### config.mk
export PLATFORM = sky130hd
export DESIGN_NAME = uart_rx_os16
export DESIGN_NICKNAME = d
export VERILOG_FILES = /design/src/rtl/uart_pkg.sv /design/src/rtl/uart_baud_gen.sv /design/src/rtl/uart_rx_os16.sv
export SDC_FILE = /design/constraint.sdc
export NUM_CORES = 1
export LEC_CHECK = 0
export ABC_AREA = 1
export BUFFER_PORTS_ARGS = -buffer_cell sky130_fd_sc_hd__buf_4
export CAP_MARGIN = 20
export CORE_UTILIZATION = 29
export CTS_CLUSTER_SIZE = 40
export DETAILED_ROUTE_END_ITERATION = 10
export GPL_TIMING_DRIVEN = 0
export SYNTH_ARGS = -nofsm -noshare
export SYNTH_HDL_FRONTEND = slang
export SYNTH_SLANG_ARGS = --single-unit
### constraint.sdc
create_clock -name clk -period 2.63 [get_ports clk]
set_input_delay 0.263 -clock clk [delete_from_list [all_inputs] [get_ports clk]]
set_output_delay 0.263 -clock clk [all_outputs]
set_load 0.02 [all_outputs]
### src/rtl/uart_pkg.sv
// Shared UART definitions: receiver FSM states, oversampling constants and the
// baud divider helper used by both the transmitter and the receiver.
package uart_pkg;

  typedef enum logic [2:0] {
    IDLE,
    START,
    DATA,
    PARITY,
    STOP,
    WAIT_HIGH
  } rx_state_t;

  localparam int OVERSAMPLE = 16;

  localparam logic [3:0] SAMPLE_A = 4'd7;
  localparam logic [3:0] SAMPLE_B = 4'd8;
  localparam logic [3:0] SAMPLE_C = 4'd9;
  localparam logic [3:0] T_LAST   = 4'(OVERSAMPLE - 1);

  // Clamped to 1 so a too-fast baud request still yields a working divider.
  function automatic int calc_div(input int clk_freq, input int baud);
    int div;
    div = clk_freq / (baud * OVERSAMPLE);
    return (div < 1) ? 1 : div;
  endfunction

endpackage

### src/rtl/uart_baud_gen.sv
// 16x oversampling tick generator; restart realigns the tick phase to a
// detected start edge.
module uart_baud_gen #(
  parameter int DIV = 10
) (
  input  logic clk,
  input  logic rst,
  input  logic restart,
  output logic tick
);

  localparam int CW = (DIV > 1) ? $clog2(DIV) : 1;
  localparam logic [CW-1:0] LAST = CW'(DIV - 1);

  logic [CW-1:0] cnt;

  always_ff @(posedge clk or posedge rst) begin
    if (rst) begin
      cnt <= '0;
    end else if (restart || cnt == LAST) begin
      cnt <= '0;
    end else begin
      cnt <= cnt + 1'b1;
    end
  end

  assign tick = (cnt == LAST) && !restart;

endmodule

### src/rtl/uart_rx_os16.sv
// Oversampling UART receiver: start-bit validation, 3-sample majority voting,
// optional parity, stop check and a small byte FIFO with valid/ready output.
module uart_rx_os16
  import uart_pkg::*;
#(
  parameter int CLK_FREQ   = 50_000_000,
  parameter int BAUD       = 115200,
  parameter int DATA_BITS  = 8,
  parameter int PARITY_EN  = 0,
  parameter int PARITY_ODD = 0,
  parameter int FIFO_DEPTH = 4
) (
  input  logic                 clk,
  input  logic                 rst,
  input  logic                 rx,
  output logic [DATA_BITS-1:0] rx_data,
  output logic                 rx_valid,
  input  logic                 rx_ready,
  output logic                 frame_err,
  output logic                 parity_err,
  output logic                 overrun
);

  localparam int DIV = calc_div(CLK_FREQ, BAUD);
  localparam int AW  = $clog2(FIFO_DEPTH);
  localparam logic [2:0] N_LAST = 3'(DATA_BITS - 1);
  localparam logic ODD = (PARITY_ODD != 0);

  logic rx_meta, rxs, rxs_q;
  logic tick, start_edge, vote, push, pop, full, empty;
  rx_state_t state;
  logic [3:0] t;
  logic [2:0] n;
  logic s_a, s_b, par_bad;
  logic [DATA_BITS-1:0] shreg;
  logic [DATA_BITS-1:0] mem [FIFO_DEPTH];
  logic [AW:0] wr_ptr, rd_ptr;

  // rxs_q is only the edge-detect history of the synchronised line.
  always_ff @(posedge clk or posedge rst) begin
    if (rst) begin
      rx_meta <= 1'b1;
      rxs     <= 1'b1;
      rxs_q   <= 1'b1;
    end else begin
      rx_meta <= rx;
      rxs     <= rx_meta;
      rxs_q   <= rxs;
    end
  end

  assign start_edge = (state == IDLE) && rxs_q && !rxs;
  assign vote = (s_a & s_b) | (s_a & rxs) | (s_b & rxs);

  uart_baud_gen #(.DIV(DIV)) u_baud (
    .clk    (clk),
    .rst    (rst),
    .restart(start_edge),
    .tick   (tick)
  );

  always_ff @(posedge clk or posedge rst) begin
    if (rst) begin
      state      <= IDLE;
      t          <= '0;
      n          <= '0;
      s_a        <= 1'b1;
      s_b        <= 1'b1;
      par_bad    <= 1'b0;
      shreg      <= '0;
      frame_err  <= 1'b0;
      parity_err <= 1'b0;
    end else begin
      frame_err  <= 1'b0;
      parity_err <= 1'b0;
      case (state)
        IDLE: begin
          if (start_edge) begin
            state   <= START;
            t       <= '0;
            n       <= '0;
            par_bad <= 1'b0;
          end
        end
        WAIT_HIGH: begin
          if (rxs) state <= IDLE;
        end
        default: begin
          if (tick) begin
            t <= t + 4'd1;
            if (t == SAMPLE_A) s_a <= rxs;
            if (t == SAMPLE_B) s_b <= rxs;
            case (state)
              START: begin
                if (t == SAMPLE_A && rxs) state <= IDLE;
                else if (t == T_LAST)     state <= DATA;
              end
              DATA: begin
                if (t == SAMPLE_C) shreg <= {vote, shreg[DATA_BITS-1:1]};
                if (t == T_LAST) begin
                  if (n == N_LAST) state <= (PARITY_EN != 0) ? PARITY : STOP;
                  else             n <= n + 3'd1;
                end
              end
              PARITY: begin
                if (t == SAMPLE_C) par_bad <= (vote != ((^shreg) ^ ODD));
                if (t == T_LAST)   state <= STOP;
              end
              STOP: begin
                // A low stop bit wins over parity so only one flag fires per frame.
                if (t == SAMPLE_C) begin
                  if (!vote) begin
                    frame_err <= 1'b1;
                    state     <= WAIT_HIGH;
                  end else begin
                    parity_err <= par_bad;
                    state      <= IDLE;
                  end
                end
              end
              default: state <= IDLE;
            endcase
          end
        end
      endcase
    end
  end

  assign push = (state == STOP) && tick && (t == SAMPLE_C) && vote && !par_bad;

  assign empty    = (wr_ptr == rd_ptr);
  assign full     = (wr_ptr[AW] != rd_ptr[AW]) && (wr_ptr[AW-1:0] == rd_ptr[AW-1:0]);
  assign rx_valid = !empty;
  assign pop      = rx_valid && rx_ready;
  assign rx_data  = rx_valid ? mem[rd_ptr[AW-1:0]] : '0;

  // A simultaneous pop frees the slot, so a push into a full FIFO still lands.
  always_ff @(posedge clk or posedge rst) begin
    if (rst) begin
      wr_ptr  <= '0;
      rd_ptr  <= '0;
      overrun <= 1'b0;
      for (int i = 0; i < FIFO_DEPTH; i++) mem[i] <= '0;
    end else begin
      overrun <= push && full && !pop;
      if (push && (!full || pop)) begin
        mem[wr_ptr[AW-1:0]] <= shreg;
        wr_ptr <= wr_ptr + 1'b1;
      end
      if (pop) rd_ptr <= rd_ptr + 1'b1;
    end
  end

endmodule
# == Word level (Yosys, flattened, before mapping) ==
# Cells that the tools add are included.
# op_classes
reduce_logical,38
n_eq_ne,23
n_addsub,5
mux,44
magnitude_cmp,3
bitwise,9
# ops
operator,n
$mux 3,15
$bwmux 32,1
$mux 8,4
$bmux 8 s2,1
$demux 8 s2,1
$logic_and 1x1->1,14
$mux 1,14
$eq 4x4->1 const B,3
$ne 4x4->1 const B,3
$pmux 3 s2,2
$pmux 3 s4,1
$reduce_bool 2->1,5
$add 3x1->3 const B,3
$eq 3x3->1 const B,3
$reduce_and 3->1,3
$mux 4,2
$pmux 4 s2,1
$reduce_and 8->1,1
$reduce_xor 8->1,1
$eq 3x2->1 const B,2
$ge 3x3->1 const B,2
$logic_not 1->1,6
$not 2->3,2
$reduce_and 6->1,1
other kinds (24),31
# totals
out_inout_bits,12
input_bits,4
reg_bits,70
wordCells,142

# == Longest topological paths before layout ==
# Gate-level depths: netlist of run 1.
# logic_depth
depth_word,11
mapped_depth,11
ltp_nobuf,10

# == By module ==
# Synthesis of run 1 repeated with hierarchy kept, for this count alone.
# hier_totals
hier_cells,490
area_unflattened_um2,3719.8
# by_module_without_submodules
mod,cells_per_inst,n_inst,area_each_um2,seq_area_each_um2
uart_rx_os16,458,1,3455.8,1632.8
uart_baud_gen,32,1,264.0,125.1

# == Least setup slack after synthesis of run 1 ==
# Ideal clock, no wire load.
# synth_timing
path_type,flip-flop to flip-flop
startpoint,register u_baud.cnt[0]
endpoint,register mem[0] in the netlist's numbering
path_buffers,0
arrival_ps,1442
setup_time_ps,117
slack_ps,1071
stages_incl_launch_ff,10
cell_sequence,dfrtp_1 inv_1 ha_1 nand2_1 nor2_1 nand3_4 nor2_4 nand4_1 nand2_1 nand2_1
# synth_between
elab_chain_len,7
# synth_lines
element,line,rtl
from (decl),uart_baud_gen.sv:15,logic [CW-1:0] cnt;
from (signal assigned),uart_baud_gen.sv:23,cnt <= cnt + 1'b1;
$eq 5x5->1,uart_baud_gen.sv:27,assign tick = (cnt == LAST) && !restart;
$logic_and 1x1->1,uart_baud_gen.sv:27,
$logic_and 1x1->1 (4 in a row),uart_rx_os16.sv:129,assign push = (state == STOP) && tick && (t == SAMPLE_C) && vote && !par_bad;
$logic_and 1x1->1,uart_rx_os16.sv:146,if (push && (!full || pop)) begin
"to (signal, indexed assignment)",uart_rx_os16.sv:147,mem[wr_ptr[AW-1:0]] <= shreg;
to (decl),uart_rx_os16.sv:36,logic [DATA_BITS-1:0] mem [FIFO_DEPTH];
# No other way between the ends.
# A chain may end at the register's enable or synchronous reset.

# == Worst setup path after layout of run 1 ==
# layout_timing
startpoint,register rd_ptr[0]
endpoint,output rx_data[6]
# layout_between
elab_chain_len,5
# layout_lines
element,line,rtl
from (decl),uart_rx_os16.sv:37,"logic [AW:0] wr_ptr, rd_ptr;"
from (signal assigned),uart_rx_os16.sv:150,if (pop) rd_ptr <= rd_ptr + 1'b1;
$not 2->3 (not written as such),uart_rx_os16.sv:135,assign rx_data = rx_valid ? mem[rd_ptr[AW-1:0]] : '0;
$bmux 8 s2,uart_rx_os16.sv:135,
$mux 8 (not written as such) (2 in a row),uart_rx_os16.sv:135,
$mux 8 *,uart_rx_os16.sv:135,
to (decl),uart_rx_os16.sv:16,"output logic [DATA_BITS-1:0] rx_data,"
# Mark *: on every way between the ends. The rest lies on a longest branch, timed or not. The select of a mux whose other input is x is not followed.

==> results of run 1 <==
-- logic make-up (layout without fill, tap and decap cells) --
logic type / after synthesis / in the layout
flops: 70 / 70
fa+ha+maj: 12 / 12
simple gates: 279 / 279
buf+inv: 64 / 95
xor+xnor: 11 / 11
compound gates: 41 / 41
-- worst paths after layout --
kind / from / endpoint / slack (ns) / cells past startpoint
setup / recovery: rd_ptr[0] / rx_data[6] / 0.43 / 8
hold / removal: rx / rx_meta / 0.03 / 1
setup reg to reg: rxs / mem[17] / 0.71 / 7
hold reg to reg: rx_meta / rxs / 0.35 / 0
max in group asynchronous: rst / shreg[6] / 1.96 / 2
min in group asynchronous: rst / rd_ptr[2] / 0.11 / 2
-- layout make-up --
cell class | count | area [um2] | share of cell area [%]
multi-input combinational | 343 | 1710 | 38.8
buffer | 22 | 149 | 3.39
timing repair buffer | 15 | 113 | 2.56
sequential | 70 | 1760 | 40.0
clock buffer | 11 | 233 | 5.29
tap | 172 | 215 | 4.89
clock inverter | 5 | 58.8 | 1.34
inverter | 42 | 165 | 3.76
-- routing by layer --
layer	GRT usage (%)	up-vias
met4	6.15	0
met1	17.9	1528
met2	22.7	57
met5	0	-
li1	-	1579
met3	3.37	14
-- flip-flops by register name, summed over array words and instances (netlist names) --
| register | count |
|---|---|
| frame_err | 1 |
| s_a | 1 |
| n | 3 |
| wr_ptr | 3 |
| u_baud.cnt | 5 |
| rx_meta | 1 |
| s_b | 1 |
| shreg | 8 |
| par_bad | 1 |
| rxs | 1 |
| rd_ptr | 3 |
| overrun | 1 |
| state | 3 |
| mem | 32 |
| parity_err | 1 |
| t | 4 |
| rxs_q | 1 |
-- power by group through the flow --
stage,clock network (mW),registers [mW],logic (mW)
after global placement,0,1.30,1.24
after detailed placement,0,1.31,1.27
after CTS,1.24,1.29,1.27
after global routing,1.27,1.31,1.45
after floorplan,0,1.29,0.908
final,1.21,1.29,1.26
-- stage by stage --
step | setup slack (ns) | area (um2)
after global placement | -0.313 | 4100
after CTS | 0.400 | 4400
final | 0.425 | 4400
after floorplan | 0.607 | 3770
after detailed placement | 0.682 | 4110
after global routing | 0.269 | 4400
-- layout by cell type, fill, tap and decap left out, drive strengths merged --
master | synthesis | final
clkinvlp | 0 | 2
o32ai | 8 | 8
nor2 | 50 | 50
o21ai | 29 | 29
inv | 41 | 42
ha | 12 | 12
dfstp | 5 | 5
xor2 | 7 | 7
nor3 | 1 | 1
buf | 20 | 35
bufinv | 0 | 1
nand3 | 53 | 53
nor4 | 3 | 3
dfrtp | 65 | 65
xnor2 | 4 | 4
o31ai | 1 | 1
a21oi | 3 | 3
nand4 | 7 | 7
nand2 | 165 | 165
clkinv | 1 | 2
clkbuf | 2 | 13
==> results.sh, run 1 <==
export IMPL_outcome="finished clean"
export IMPL_period_minus_slack_ns=2.20
export IMPL_detail_route_wirelength_met1_mm=3.71
export IMPL_worstPathCellList="buf_4, clkinv_1, buf_2, nor2_1, o32ai_1, nand2_1, inv_1, buf_4"
export IMPL_synth_warning_count=0
export IMPL_rows=41
export IMPL_total_switching_power_mw=1.39
export IMPL_powerDensity_nw_per_um2=856
export IMPL_synthXorXnorAreaFrac_pct=2.55
export IMPL_final_net_count=519
export IMPL_critical_path_top_cell_by_count="sky130_fd_sc_hd__buf_4"
export IMPL_htree_levels=3
export IMPL_setup_tns_final_ns=0
export IMPL_num_vias=3178
export IMPL_timing_clock_skew_ns=0.00695
export IMPL_synth_net_count=493
export IMPL_syn_area_per_cell_um2=7.91
export IMPL_ys_dominant_reg_cell="sky130_fd_sc_hd__dfrtp_1"
export IMPL_vias_per_cell=4.67
export IMPL_drc=0
export IMPL_n_antenna_cell=0
export IMPL_initial_antenna_violation_count=0
export IMPL_synthToLayoutAreaGrowth_pct=16.5
export IMPL_drt_wirelength_per_cell_um=12.1
export IMPL_final_antenna_net_count=0
export IMPL_cpLargestDelayFamily="buffers and inverters"
export IMPL_core_area_um2=12700
export IMPL_path_clk_slew_ns=0.06
export IMPL_clockRootBuffer="sky130_fd_sc_hd__clkbuf_16"
export IMPL_synth_simple_gate_area_share_pct=32.3
export IMPL_crit_path_start_kind="register"
export IMPL_dr_wl_met3_um=356
export IMPL_yosys_cell_count_top_type="sky130_fd_sc_hd__nand2_1"
export IMPL_hold_slack_final_ns=0.0343
export IMPL_max_stage_delay_ns=0.38
export IMPL_synth_top_family_by_area="simple AND/OR/NAND/NOR gates"
export IMPL_wl_met2_mm=4.03
export IMPL_setup_violations_final=0
export IMPL_drv_slew=0
export IMPL_worstSetupPathType="reg2out"
export IMPL_worst_ep_arrival_time_ns=1.94
export IMPL_max_freq_ghz=0.454
export IMPL_critical_path_slowest_cell="sky130_fd_sc_hd__dfrtp_1"
export IMPL_netlist_area_leader_share_pct=43.1
export IMPL_track_usage_pct=14.0
export IMPL_die_height_um=116
export IMPL_routed_top_layer="met4"
export IMPL_p_sw_share_pct=36.8
export IMPL_layout_drive_gt1_share_pct=14.4
export IMPL_peakVddDrop_v=0.000316
export IMPL_share_of_the_synthesized_area_in_compound_gates_ao_oa_aoi_oai_pct=6.40
export IMPL_power_internal_mw=2.38
export IMPL_hold_buffers=0
export IMPL_crit_path_end_kind="output pin"
export IMPL_num_fill_cells=1322
export IMPL_synthesized_netlist_cell_count=477
export IMPL_boundaryPins=16
export IMPL_combinationalPowerShare_pct=33.5
export IMPL_die_area_um2=13500
export IMPL_numPlacedInstances=664
export IMPL_wl_mm=8.24
export IMPL_synthesized_area_um2=3770
export IMPL_tightestPinTransition_ns=0.853
export IMPL_clock_insertion_delay_worst_skew_ns=0.33
export IMPL_cellLeakagePower_nw=2.23
export IMPL_path_max_fanout=10
export IMPL_chipWidth_um=116
export IMPL_critical_path_n_buffers_inverters=5
export IMPL_globalplace_congestion=0.837
export IMPL_clock_tree_from_tritoncts="yes"
export IMPL_cts_repair_timing_setup_buffer_count=0
export IMPL_share_clk_of_total_power_pct=32.2
export IMPL_power_mw=3.76
export IMPL_finish_utilization_pct=34.7
export IMPL_grt_pass1_vias=3178
export IMPL_final_hold_violation_count=0
export IMPL_cts_path_max_buffers=2
export IMPL_cp_data_required_time_ns=2.37
export IMPL_synthAdderAreaFrac_pct=3.98
export IMPL_period_share_pct=83.8
export IMPL_share_of_flip_flops_with_an_asynchronous_set_or_reset_after_synthesis_pct=100
export IMPL_count_of_different_cell_masters_after_synthesis=30
export IMPL_cell_type_with_the_highest_aggregate_area_in_the_netlist="sky130_fd_sc_hd__dfrtp_1"
export IMPL_synth_mux_area_share_pct=0
export IMPL_grt_first_pass_wirelength_mm=14.8
export IMPL_synth_edff_count=0
export IMPL_power_share_sequential_pct=34.4
export IMPL_detailedPlacementHpwl_mm=5.94
export IMPL_cts_resized_gates=0
export IMPL_placement_io_buffers=15
export IMPL_rsz0062_at_grt="no"
export IMPL_register_bit_total_from_synthesis=70
export IMPL_synth_top_cells_by_area="sky130_fd_sc_hd__dfrtp_1 43%, sky130_fd_sc_hd__nand2_1 16%, sky130_fd_sc_hd__nand3_1 6.4%"
export IMPL_synth_seq_area_share_pct=46.6
export IMPL_largest_net_degree_at_the_start_of_global_routing=71
export IMPL_relSlewSlack_pct=43.1
export IMPL_synth_cells_most_frequent="162 x sky130_fd_sc_hd__nand2_1, 65 x sky130_fd_sc_hd__dfrtp_1, 48 x sky130_fd_sc_hd__nand3_1, 46 x sky130_fd_sc_hd__nor2_1, 36 x sky130_fd_sc_hd__inv_1"
export IMPL_final_cells=680
export IMPL_drv_cap=0
export IMPL_hold_class="in2reg"
export IMPL_detailedRoute_firstIterationViolations=150
export IMPL_cts_made_buffers=9
export IMPL_drtPass1Iterations=4
export IMPL_tritoncts_num_sinks=70
export IMPL_initial_utilization_pct=29.8
export IMPL_grt_overflow_total=0
(Power assumes the default switching activity.)
==> run 2: changes to the inputs <==
==> constraint.sdc (replaced) <==
create_clock -name clk -period 2.1 [get_ports clk]
set_input_delay 0.21 -clock clk [delete_from_list [all_inputs] [get_ports clk]]
set_output_delay 0.21 -clock clk [all_outputs]
set_load 0.02 [all_outputs]
==> run 2 against run 1 <==
Combinational power rose by 28%. Sequential share of layout area down 0.35 points. Clock skew shrank 0.00095 ns. Critical endpoint is now rx_data[0]. Sequential cell count did not move. First-iteration DRC count grew 27%. Routed wire length is 0.76% higher. Setup slack worse by 0.29 ns. Sequential power rose by 26%. Total power grew 26%. Largest cell class unchanged. Non-clock buffer count rose by 3. Critical path depth unchanged. Core utilization grew 0.31 points.
==> results.sh, run 2 (synthesis results as in run 1) <==
export IMPL_outcome="finished clean"
export IMPL_rows=41
export IMPL_wl_mm=8.30
export IMPL_initial_antenna_violation_count=0
export IMPL_period_share_pct=93.7
export IMPL_placement_io_buffers=15
export IMPL_tritoncts_num_sinks=70
export IMPL_chipWidth_um=116
export IMPL_cts_path_max_buffers=2
export IMPL_clock_insertion_delay_worst_skew_ns=0.33
export IMPL_clock_tree_from_tritoncts="yes"
export IMPL_rsz0062_at_grt="no"
export IMPL_die_height_um=116
export IMPL_die_area_um2=13500
export IMPL_period_minus_slack_ns=1.97
export IMPL_drt_wirelength_per_cell_um=12.2
export IMPL_synthToLayoutAreaGrowth_pct=17.5
export IMPL_setup_tns_final_ns=0
export IMPL_worst_ep_arrival_time_ns=1.76
export IMPL_grt_pass1_vias=3178
export IMPL_detailedRoute_firstIterationViolations=191
export IMPL_path_max_fanout=10
export IMPL_final_std_cell_area_no_fill_um2=4440
export IMPL_cp_data_required_time_ns=1.89
export IMPL_hold_class="in2async"
export IMPL_max_freq_ghz=0.508
export IMPL_cellLeakagePower_nw=2.26
export IMPL_worstSetupPathType="reg2out"
export IMPL_tightestPinTransition_ns=0.854
export IMPL_drc=0
export IMPL_globalplace_congestion=0.837
export IMPL_core_area_um2=12700
export IMPL_boundaryPins=16
export IMPL_n_antenna_cell=0
export IMPL_final_net_count=522
export IMPL_cts_made_buffers=9
export IMPL_mostFrequentLayoutCells="162 x sky130_fd_sc_hd__nand2_1, 65 x sky130_fd_sc_hd__dfrtp_1, 48 x sky130_fd_sc_hd__nand3_1"
export IMPL_htree_levels=3
export IMPL_track_usage_pct=14.0
export IMPL_grt_first_pass_wirelength_mm=14.8
export IMPL_mostFrequentLayoutCell="sky130_fd_sc_hd__nand2_1"
export IMPL_largest_net_degree_at_the_start_of_global_routing=71
export IMPL_setup_violations_final=0
export IMPL_reg_top3="mem (32), shreg (8), u_baud.cnt (5)"
export IMPL_largest_register="mem"
export IMPL_timing_clock_skew_ns=0.00600
export IMPL_num_vias=3173
export IMPL_drv_slew=0
export IMPL_powerDensity_nw_per_um2=1070
export IMPL_final_hold_violation_count=0
export IMPL_crit_path_end_kind="output pin"
export IMPL_post_dp_cell_area_um2=4110
export IMPL_vias_per_cell=4.65
export IMPL_detailedPlacementHpwl_mm=5.94
export IMPL_drtPass1Iterations=4
export IMPL_clockRootBuffer="sky130_fd_sc_hd__clkbuf_16"
export IMPL_grt_overflow_total=0
export IMPL_flip_flop_count_of_the_largest_register_after_layout=32
export IMPL_peakVddDrop_v=0.000393
export IMPL_path_clk_slew_ns=0.06
export IMPL_relSlewSlack_pct=43.1
export IMPL_initial_utilization_pct=29.8
export IMPL_drv_cap=0
export IMPL_layout_drive_gt1_share_pct=15.3
export IMPL_final_antenna_net_count=0
export IMPL_crit_path_start_kind="register"
-- run 2: cell count changes in the layout (fill, tap and decap cells not counted) --
cell and delta:
sky130_fd_sc_hd__buf_2 -1, sky130_fd_sc_hd__buf_4 +3, sky130_fd_sc_hd__buf_6 +1, sky130_fd_sc_hd__clkbuf_1 -2, sky130_fd_sc_hd__clkbuf_2 +1, sky130_fd_sc_hd__clkinv_1 -1
sky130_fd_sc_hd__dlygate4sd3_1 +1, sky130_fd_sc_hd__inv_4 +1
-- run 2: report_power, final --
group / switching (mW) / leakage, nW / internal (mW)
clock: 0.589 / 0.136 / 0.922
sequential: 0.134 / 0.930 / 1.49
combinational: 1.02 / 1.19 / 0.596
total: 1.74 / 2.26 / 3.00
-- run 2: metal layers --
metal | track usage, % | up-vias | part of all wire (%)
li1 | - | 1582 | -
met1 | 17.9 | 1527 | 46
met2 | 22.7 | 56 | 49
met3 | 3.37 | 8 | 3.7
met4 | 6.15 | 0 | 1.1
met5 | 0 | - | 0
-- run 2: worst paths after layout --
kind	cells after the start	end	slack [ns]	startpoint
max in group asynchronous	2	shreg[6]	1.49	rst
max	8	rx_data[0]	0.13	rd_ptr[1]
min	2	rd_ptr[2]	0.06	rst
max reg2reg	9	mem[5]	0.22	t[1]
min reg2reg	0	rxs	0.35	rx_meta
min in group clk	3	rd_ptr[1]	0.13	rx_ready
-- run 2: final cells by class --
type	count	area [um2]
fill	1321	8240
sequential	70	1760
multi-input combinational	343	1710
clock buffer	11	233
tap	172	215
inverter	42	168
buffer	22	160
timing repair buffer	18	138
clock inverter	5	58.8
-- run 2: what timing repair did --
item	4_1_cts	5_1_grt
buffers inserted	0	2
hold buffers	1	0
setup endpoints to repair	2	14
gates resized for setup	2	9
endpoints found under the hold margin	1	0
-- run 2: worst max-delay path, cell delays in order, from the launching register on --
cell and delay [ns]:
sky130_fd_sc_hd__dfrtp_1 0.38, sky130_fd_sc_hd__buf_4 0.18, sky130_fd_sc_hd__xor2_1 0.14, sky130_fd_sc_hd__nor2_1 0.14
sky130_fd_sc_hd__nand2_1 0.10, sky130_fd_sc_hd__buf_4 0.19, sky130_fd_sc_hd__nand2_1 0.09, sky130_fd_sc_hd__inv_1 0.04
sky130_fd_sc_hd__buf_4 0.14
-- run 2: through the flow --
stage	worst slack [ns]	util, %	hold WS, ns	total power, mW	cells
3_5_place_dp	0.152	32.4	0.322	3.23	664
2_1_floorplan	0.130	-	0.214	2.75	477
5_1_grt	0.00670	35.0	0.148	5.09	683
4_1_cts	0.00611	34.8	0.107	4.77	681
3_3_place_gp	-0.790	32.4	0.321	3.19	664
6_report	0.133	35.0	0.0553	4.74	683
==> run 3: changes to the inputs <==
--- a/config.mk
+++ b/config.mk
@@ -8,6 +8,7 @@
 export ABC_AREA = 1
 export BUFFER_PORTS_ARGS = -buffer_cell sky130_fd_sc_hd__buf_4
 export CAP_MARGIN = 20
+export CORE_ASPECT_RATIO = 1.5
 export CORE_UTILIZATION = 29
 export CTS_CLUSTER_SIZE = 40
 export DETAILED_ROUTE_END_ITERATION = 10
==> run 3 against run 2 <==
Total power shrank 1.6%. Hold slack gained 0.0042 ns. Setup slack gained 0.017 ns. Clock-buffer cell count grew 3. Routed wire length grew 2.3%. Clock power shrank 7%. Critical path depth is the same. Combinational power is essentially flat. Fmax grew 0.87%. Sequential power is essentially flat. Register-to-register slack lost 0.05 ns. Cell count shrank 2.3%.
==> results.sh, run 3 (synthesis results as in run 1) <==
export IMPL_n_antenna_cell=0
export IMPL_mostFrequentLayoutCells="162 x sky130_fd_sc_hd__nand2_1, 65 x sky130_fd_sc_hd__dfrtp_1, 48 x sky130_fd_sc_hd__nand3_1"
export IMPL_cts_made_buffers=9
export IMPL_grt_overflow_total=0
export IMPL_track_usage_pct=13.9
export IMPL_drt_wirelength_per_cell_um=12.7
export IMPL_final_hold_violation_count=0
export IMPL_final_antenna_net_count=0
export IMPL_cts_path_max_buffers=2
export IMPL_max_freq_ghz=0.513
export IMPL_peakVddDrop_v=0.000598
export IMPL_final_cells=667
export IMPL_mostFrequentLayoutCell="sky130_fd_sc_hd__nand2_1"
export IMPL_vias_per_cell=4.73
export IMPL_numPlacedInstances=648
export IMPL_grt_pass1_vias=3214
export IMPL_path_max_fanout=10
export IMPL_globalplace_congestion=0.876
export IMPL_final_net_count=523
export IMPL_crit_path_end_kind="output pin"
export IMPL_layout_drive_gt1_share_pct=15.1
export IMPL_reg_top3="mem (32), shreg (8), u_baud.cnt (5)"
export IMPL_outcome="finished clean"
export IMPL_tritoncts_num_sinks=70
export IMPL_drv_slew=0
export IMPL_grt_first_pass_wirelength_mm=14.5
export IMPL_tightestPinTransition_ns=0.869
export IMPL_num_vias=3152
export IMPL_largest_register="mem"
export IMPL_initial_utilization_pct=30.0
export IMPL_drc=0
export IMPL_setup_violations_final=0
export IMPL_clock_insertion_delay_worst_skew_ns=0.34
export IMPL_worst_ep_arrival_time_ns=1.74
export IMPL_die_height_um=142
export IMPL_cp_data_required_time_ns=1.89
export IMPL_clock_tree_from_tritoncts="yes"
export IMPL_timing_clock_skew_ns=0.00514
export IMPL_wl_mm=8.49
export IMPL_placement_io_buffers=15
export IMPL_period_minus_slack_ns=1.95
export IMPL_post_dp_cell_area_um2=4090
export IMPL_relSlewSlack_pct=42.1
export IMPL_period_share_pct=92.9
export IMPL_boundaryPins=16
export IMPL_final_std_cell_area_no_fill_um2=4400
export IMPL_htree_levels=3
export IMPL_rows=50
export IMPL_clockRootBuffer="sky130_fd_sc_hd__clkbuf_16"
export IMPL_power_mw=4.67
export IMPL_cellLeakagePower_nw=2.26
export IMPL_initial_antenna_violation_count=0
export IMPL_path_clk_slew_ns=0.05
export IMPL_flip_flop_count_of_the_largest_register_after_layout=32
export IMPL_powerDensity_nw_per_um2=1060
export IMPL_core_area_um2=12600
export IMPL_synthToLayoutAreaGrowth_pct=16.6
export IMPL_largest_net_degree_at_the_start_of_global_routing=71
export IMPL_crit_path_start_kind="register"
export IMPL_drtPass1Iterations=4
export IMPL_detailedPlacementHpwl_mm=6.20
export IMPL_hold_class="in2async"
export IMPL_chipWidth_um=95.2
export IMPL_drv_cap=0
export IMPL_die_area_um2=13500
export IMPL_detailedRoute_firstIterationViolations=137
export IMPL_worstSetupPathType="reg2out"
-- run 3: worst paths after layout --
| check | startpoint | to | slack (ns) | cells after the start |
|---|---|---|---|---|
| worst max-delay path | rd_ptr[0] | rx_data[6] | 0.15 | 8 |
| min in group clk | rx_ready | rd_ptr[1] | 0.13 | 3 |
| max in group asynchronous | rst | shreg[3] | 1.47 | 2 |
| worst min-delay path | rst | state[1] | 0.06 | 2 |
| worst max register to register | rxs | mem[19] | 0.17 | 7 |
| worst min register to register | rx_meta | rxs | 0.36 | 0 |
-- run 3: power breakdown --
part	internal, mW	total (mW)	switching (mW)
clock network	0.856	1.41	0.556
registers	1.49	1.62	0.132
logic	0.621	1.64	1.01
total	2.96	4.67	1.70
-- run 3: stage by stage --
stage	hold slack, ns	TNS (ns)	setup slack, ns	utilization (%)
floorplan	0.214	0	0.130	-
finish	0.0595	0	0.150	35.0
detailed placement	0.321	0	0.177	32.5
global route	0.146	-0.00351	-0.00351	35.0
CTS	0.108	0	0.00727	34.7
global placement	0.320	-51.84	-0.793	32.5
-- run 3: what timing repair did --
action | CTS | global route
pin swaps | 0 | 1
hold buffers | 1 | 0
gates resized for setup | 1 | 8
setup endpoints to repair | 1 | 10
hold endpoints to repair | 1 | 0
gates cloned | 0 | 0
setup buffers | 0 | 3
-- run 3: area by class of cell --
cell class	instances	area [um2]
Fill cell	1280	8170
Sequential cell	70	1760
Multi-Input combinational cell	343	1710
Clock buffer	14	264
Tap cell	156	195
Inverter	42	169
Buffer	22	160
Timing Repair Buffer	19	145
Clock inverter	1	5.00
-- run 3: worst max-delay path, stage by stage (launching register included) --
cell,delay (ns)
sky130_fd_sc_hd__dfrtp_1,0.38
sky130_fd_sc_hd__buf_4,0.18
sky130_fd_sc_hd__clkinvlp_4,0.13
sky130_fd_sc_hd__buf_6,0.16
sky130_fd_sc_hd__nor2_1,0.06
sky130_fd_sc_hd__o32ai_1,0.22
sky130_fd_sc_hd__nand2_1,0.09
sky130_fd_sc_hd__inv_1,0.06
sky130_fd_sc_hd__buf_4,0.13
-- run 3: routing by layer --
layer  GRT usage (%)  up-vias  routed length [um]
met4            8.29        0                 168
met1            15.2     1499                3470
li1                -     1584                   -
met3            2.89       13                 309
met2            24.3       56                4540
met5               0        -                   0
